===== src/rtl/stopwatch_pkg.sv =====
// Shared digit limits and time-field types for the MM:SS stopwatch.
package stopwatch_pkg;
  typedef logic [3:0] bcd_t;

  localparam bcd_t ONES_MAX = 4'd9;
  localparam bcd_t TENS_MAX = 4'd5;

  typedef struct packed {
    bcd_t min_tens;
    bcd_t min_ones;
    bcd_t sec_tens;
    bcd_t sec_ones;
  } mmss_t;
endpackage


===== src/rtl/bcd_mod60.sv =====
// Two-digit BCD mod-60 field (00..59) with synchronous clear and wrap carry.
module bcd_mod60
  import stopwatch_pkg::*;
(
  input  logic clock,
  input  logic reset_n,
  input  logic clear,
  input  logic inc,
  output bcd_t tens,
  output bcd_t ones,
  output logic carry_out
);
  // Carry only when this field actually wraps 59 -> 00 on an enabled increment.
  assign carry_out = inc && (ones == ONES_MAX) && (tens == TENS_MAX);

  always_ff @(posedge clock or negedge reset_n) begin
    if (!reset_n) begin
      tens <= '0;
      ones <= '0;
    end else if (clear) begin
      tens <= '0;
      ones <= '0;
    end else if (inc) begin
      if (ones == ONES_MAX) begin
        ones <= '0;
        tens <= (tens == TENS_MAX) ? bcd_t'(0) : tens + 4'd1;
      end else begin
        ones <= ones + 4'd1;
      end
    end
  end
endmodule


===== src/rtl/stopwatch_counter.sv =====
// Slow-tick synchroniser, edge detect, pause and run/adjust control for an MM:SS BCD stopwatch.
module stopwatch_counter
  import stopwatch_pkg::*;
#(
  parameter int SYNC_STAGES = 2,
  parameter bit WRAP_AT_MAX = 1'b1
) (
  input  logic       clock,
  input  logic       reset_n,
  input  logic       tick_in,
  input  logic       adj,
  input  logic       sel,
  input  logic       pause_toggle,
  input  logic       clear,
  output logic [3:0] sec_ones,
  output logic [3:0] sec_tens,
  output logic [3:0] min_ones,
  output logic [3:0] min_tens,
  output logic       paused,
  output logic       tick_pulse
);
  logic [SYNC_STAGES-1:0] sync_pipe;
  logic                   history;
  logic                   live, run_tick, hold_max;
  logic                   sec_inc, min_inc, sec_carry, min_carry;
  mmss_t                  cur;

  always_ff @(posedge clock or negedge reset_n) begin
    if (!reset_n) begin
      sync_pipe <= '0;
      history   <= 1'b0;
      paused    <= 1'b0;
    end else begin
      sync_pipe <= {sync_pipe[SYNC_STAGES-2:0], tick_in};
      history   <= sync_pipe[SYNC_STAGES-1];
      paused    <= paused ^ pause_toggle;
    end
  end

  assign tick_pulse = sync_pipe[SYNC_STAGES-1] & ~history;

  // clear and paused both swallow the tick; paused is the pre-toggle value.
  assign live     = tick_pulse & ~paused & ~clear;
  assign run_tick = live & ~adj;
  assign hold_max = run_tick && !WRAP_AT_MAX &&
                    (cur.min_tens == TENS_MAX) && (cur.min_ones == ONES_MAX) &&
                    (cur.sec_tens == TENS_MAX) && (cur.sec_ones == ONES_MAX);

  // Adjust mode never carries seconds into minutes.
  assign sec_inc = (run_tick & ~hold_max) | (live & adj & sel);
  assign min_inc = (sec_carry & ~adj) | (live & adj & ~sel);

  bcd_mod60 u_sec (
    .clock     (clock),
    .reset_n   (reset_n),
    .clear     (clear),
    .inc       (sec_inc),
    .tens      (cur.sec_tens),
    .ones      (cur.sec_ones),
    .carry_out (sec_carry)
  );

  bcd_mod60 u_min (
    .clock     (clock),
    .reset_n   (reset_n),
    .clear     (clear),
    .inc       (min_inc),
    .tens      (cur.min_tens),
    .ones      (cur.min_ones),
    .carry_out (min_carry)
  );

  // Minute wrap is handled inside the field; its carry has no consumer.
  logic unused_min_carry;
  assign unused_min_carry = min_carry;

  assign sec_ones = cur.sec_ones;
  assign sec_tens = cur.sec_tens;
  assign min_ones = cur.min_ones;
  assign min_tens = cur.min_tens;
endmodule


===== config.mk =====
export PLATFORM = sky130hd
export DESIGN_NAME = stopwatch_counter
export DESIGN_NICKNAME = d
export VERILOG_FILES = /design/src/rtl/stopwatch_pkg.sv /design/src/rtl/bcd_mod60.sv /design/src/rtl/stopwatch_counter.sv
export SDC_FILE = /design/constraint.sdc
export NUM_CORES = 1
export LEC_CHECK = 0
export ABC_AREA = 1
export ABC_CLOCK_PERIOD_IN_PS = 1600
export BUFFER_PORTS_ARGS = -buffer_cell sky130_fd_sc_hd__buf_2
export CAP_MARGIN = 20
export CORE_ASPECT_RATIO = 0.9
export CORE_UTILIZATION = 40
export DETAILED_ROUTE_END_ITERATION = 8
export GPL_TIMING_DRIVEN = 0
export PLACE_DENSITY = 0.61
export SLEW_MARGIN = 15
export SYNTH_ARGS = -nofsm -noshare
export SYNTH_HDL_FRONTEND = slang
export SYNTH_HIERARCHICAL = 1
export SYNTH_SLANG_ARGS = --single-unit

===== constraint.sdc =====
create_clock -name clock -period 1.6 [get_ports clock]
set_input_delay 0.24 -clock clock [delete_from_list [all_inputs] [get_ports clock]]
set_output_delay 0.24 -clock clock [all_outputs]
set_load 0.01 [all_outputs]

==> metrics.md <==
| Metric | Value |
|---|---|
| Status | completed |
| Die area | between 0.003 and 0.004 mm2 |
| TritonCTS clock tree | done |
| Final setup skew | ~0.0086 ns |
| Routed WL per cell | roughly 10 um |
| First-pass GRT wire length | 4.022 mm |
| RSZ-0062 raised after global routing | yes |
| Top Family by Delay on Critical Path | simple AND/OR/NAND/NOR gates |
| Total power | a little under 1 mW |
| Placed cell count | 224 |
| Worst EP arrival | 1.83 ns |
| Maximum VDD drop | roughly 630 uV |
| Switch Pwr | roughly 0.25 mW |
| Final setup vio count | 0 |
| Worst hold margin | ~0.042 ns |
| Htree depth | 1 |
| Peak Freq | roughly 630 MHz |
| Row cnt | 18 |
| Via count | around 1,100 |
| Syn avg cell area | between 7 and 8 um2 |
| Max Cap Viol | 0 |
| ANT cells | 0 |
| Internal power | 0.7370 mW |
| Worst Slack Setup Final | between 0.02 and 0.025 ns |
| Endpoints failing hold | 0 |
| Pleak | 0.8378 nW |
| First-pass DRT Iterations | 4 |
| Clk buf depth | 2 |
| Critical Path End Type | flop |
| Post-route ant nets | 0 |
| Vias per cell | between 4 and 5 |
| Worst Hold Depth | 1 |
| Buffers added on ports | 24 |
| Total routed wirelength | 2.388 mm |
| Top Ports | 25 |
| Period utilisation layout | 0.9848 |
| Share of cells above drive strength 1 | 0.2589 |
| Worst Max-Slew Pin Slew | 0.4587 ns |
| Clock transition at path regs | between 0.1 and 0.15 ns |
| Register-to-register setup slack | roughly 0.024 ns |
| Initial core utilization | 0.4270 |
| Post-DP HPWL | roughly 1.8 mm |
| Comb power frac | 0.152 |
| Gpl congestion | about 0.79 |
| Largest net degree at the start of global routing | 21 |
| Hold Crit Class | in2reg |
| Crit path time final | ~1.6 ns |
| Crit path from | paused$_DFF_PN0_ |
| CTS Buf Count | 3 |
| Largest stage delay on the critical path | 0.42 ns |
| Pwr/cell area | between 600 and 700 mW/mm2 |
| Synthesized instance count | 160 |
| Crit-path cells | nor2_2 > nand2_2 > nor2_4 > nand4_4 > nor2_2 > nand2_1 > nand2_2 > nand4_4 > nor2_4 > nand2_1 > nand2_1 |
| Area of the core | 0.002793 mm2 |
| Number of DRC markers in iteration 0 | 33 |
| Gr usage total | 0.1698 |
| Sequential cell fraction of total power | 0.549 |
| Post-synthesis instance area | approximately 0.0012 mm2 |
| Initial antenna violation count | 0 |
| P&R area growth vs syn | 25.60% |
| Relative slew margins | 0.6942 |
| # DRC | 0 |
| Non-Filler Instances | about 240 |
| Worst reg-to-reg path cell count | 11 |
| Die H | between 50 and 60 um |
| Clock power share | 0.299 |
| Yosys warning total | 6 |
| Syn Nets | between 150 and 200 |
| Slew Limit Fails | 0 |
| Most frequent CP cell | nand2_1 |
| Worst path bufs/invs | 0 |
| Req. time, crit path | approximately 1.9 ns |
| Nets | 213 |
| Setup CP Type | reg2reg |
| CP Max Fanout | 6 |
| Sw Ratio | 0.2547 |
| Clk_lat worst skew | about 0.30 ns |
| Hold Path Sink | sync_pipe[0]$_DFF_PN0_ |
| Critical register-to-register path endpoint | u_min/tens[3]$_DFFE_PN0P_ |
| Hold path start | tick_in |
| Overflow after GRT | 0 |
| Vias in the first global route | just over 900 |
| Root buf cell | clkbuf_4 |
| Place WS | -0.1516 ns |
| Die Wd | approximately 60 um |
| CP startpoint kind | flop |
| WP depth | 11 |
| FF-to-FF Start | paused$_DFF_PN0_ |
| Critical path's slowest cell | dfrtp_1 |
| TritonCTS Sinks | 20 |
-- through the flow --
step	instance area [um2]	setup TNS [ns]	util
final	1498	0	0.5363
after global routing	1498	-0.5791	0.5363
after CTS	1449	0	0.5188
after detailed placement	1380	-0.9800	0.4942
after global placement	1380	-0.6538	0.4942
after floorplan	1210	0	-
-- area by class of cell --
class,count,area (um2)
Sequential cell,20,504.2
Tap cell,40,50.05
Clock buffer,4,36.28
Timing Repair Buffer,33,190.2
Multi-Input combinational cell,112,611.8
Fill cell,288,1295
Inverter,28,105.1
-- timing repair --
item,in CTS,in global routing
endpoints found under the setup margin,8,8
gates resized for setup,0,9
hold endpoints to repair,20,0
setup buffers,3,5
pin swaps,1,6
hold buffers,1,0
-- how the worst max path moves through the flow --
stage	slack, ns	end
2_1_floorplan	0.003	u_min/tens[0]$_DFFE_PN0P_
3_3_place_gp	-0.12	u_min/tens[3]$_DFFE_PN0P_
3_5_place_dp	-0.15	u_min/tens[3]$_DFFE_PN0P_
4_1_cts	0.0009	u_min/tens[3]$_DFFE_PN0P_
5_1_grt	-0.12	u_min/tens[1]$_DFFE_PN0P_
6_report	0.02	u_min/tens[3]$_DFFE_PN0P_
-- per-layer routing --
layer / global-route usage / share of wire / vias to the layer above
met3: 0.05048 / 0.040 / 2
met5: 0 / 0 / -
met4: 0.02326 / 0.0059 / 0
li1: - / - / 574
met2: 0.2828 / 0.43 / 19
met1: 0.2246 / 0.52 / 482
-- placed cells by master (no fill, tap or decap), drive strengths merged --
cell / n
buf: 32
clkbuf: 4
dfrtp: 20
dlygate4sd3: 1
ha: 8
inv: 28
nand2: 51
nand3: 21
nand4: 6
nor2: 19
o21ai: 6
xor2: 1
-- state kept, by name, indices dropped and copies added (netlist names) --
signal / cells
u_min/ones: 4
paused: 1
sync_pipe: 2
u_sec/ones: 4
history: 1
u_min/tens: 4
u_sec/tens: 4
-- power by group through the flow --
stage	sequential (mW)	clock, mW	combinational [mW]
2_1_floorplan	0.559	0	0.0458
3_3_place_gp	0.554	0	0.0966
3_5_place_dp	0.556	0	0.0974
4_1_cts	0.539	0.314	0.127
5_1_grt	0.546	0.329	0.165
6_report	0.543	0.296	0.150
(Power assumes the default switching activity.)
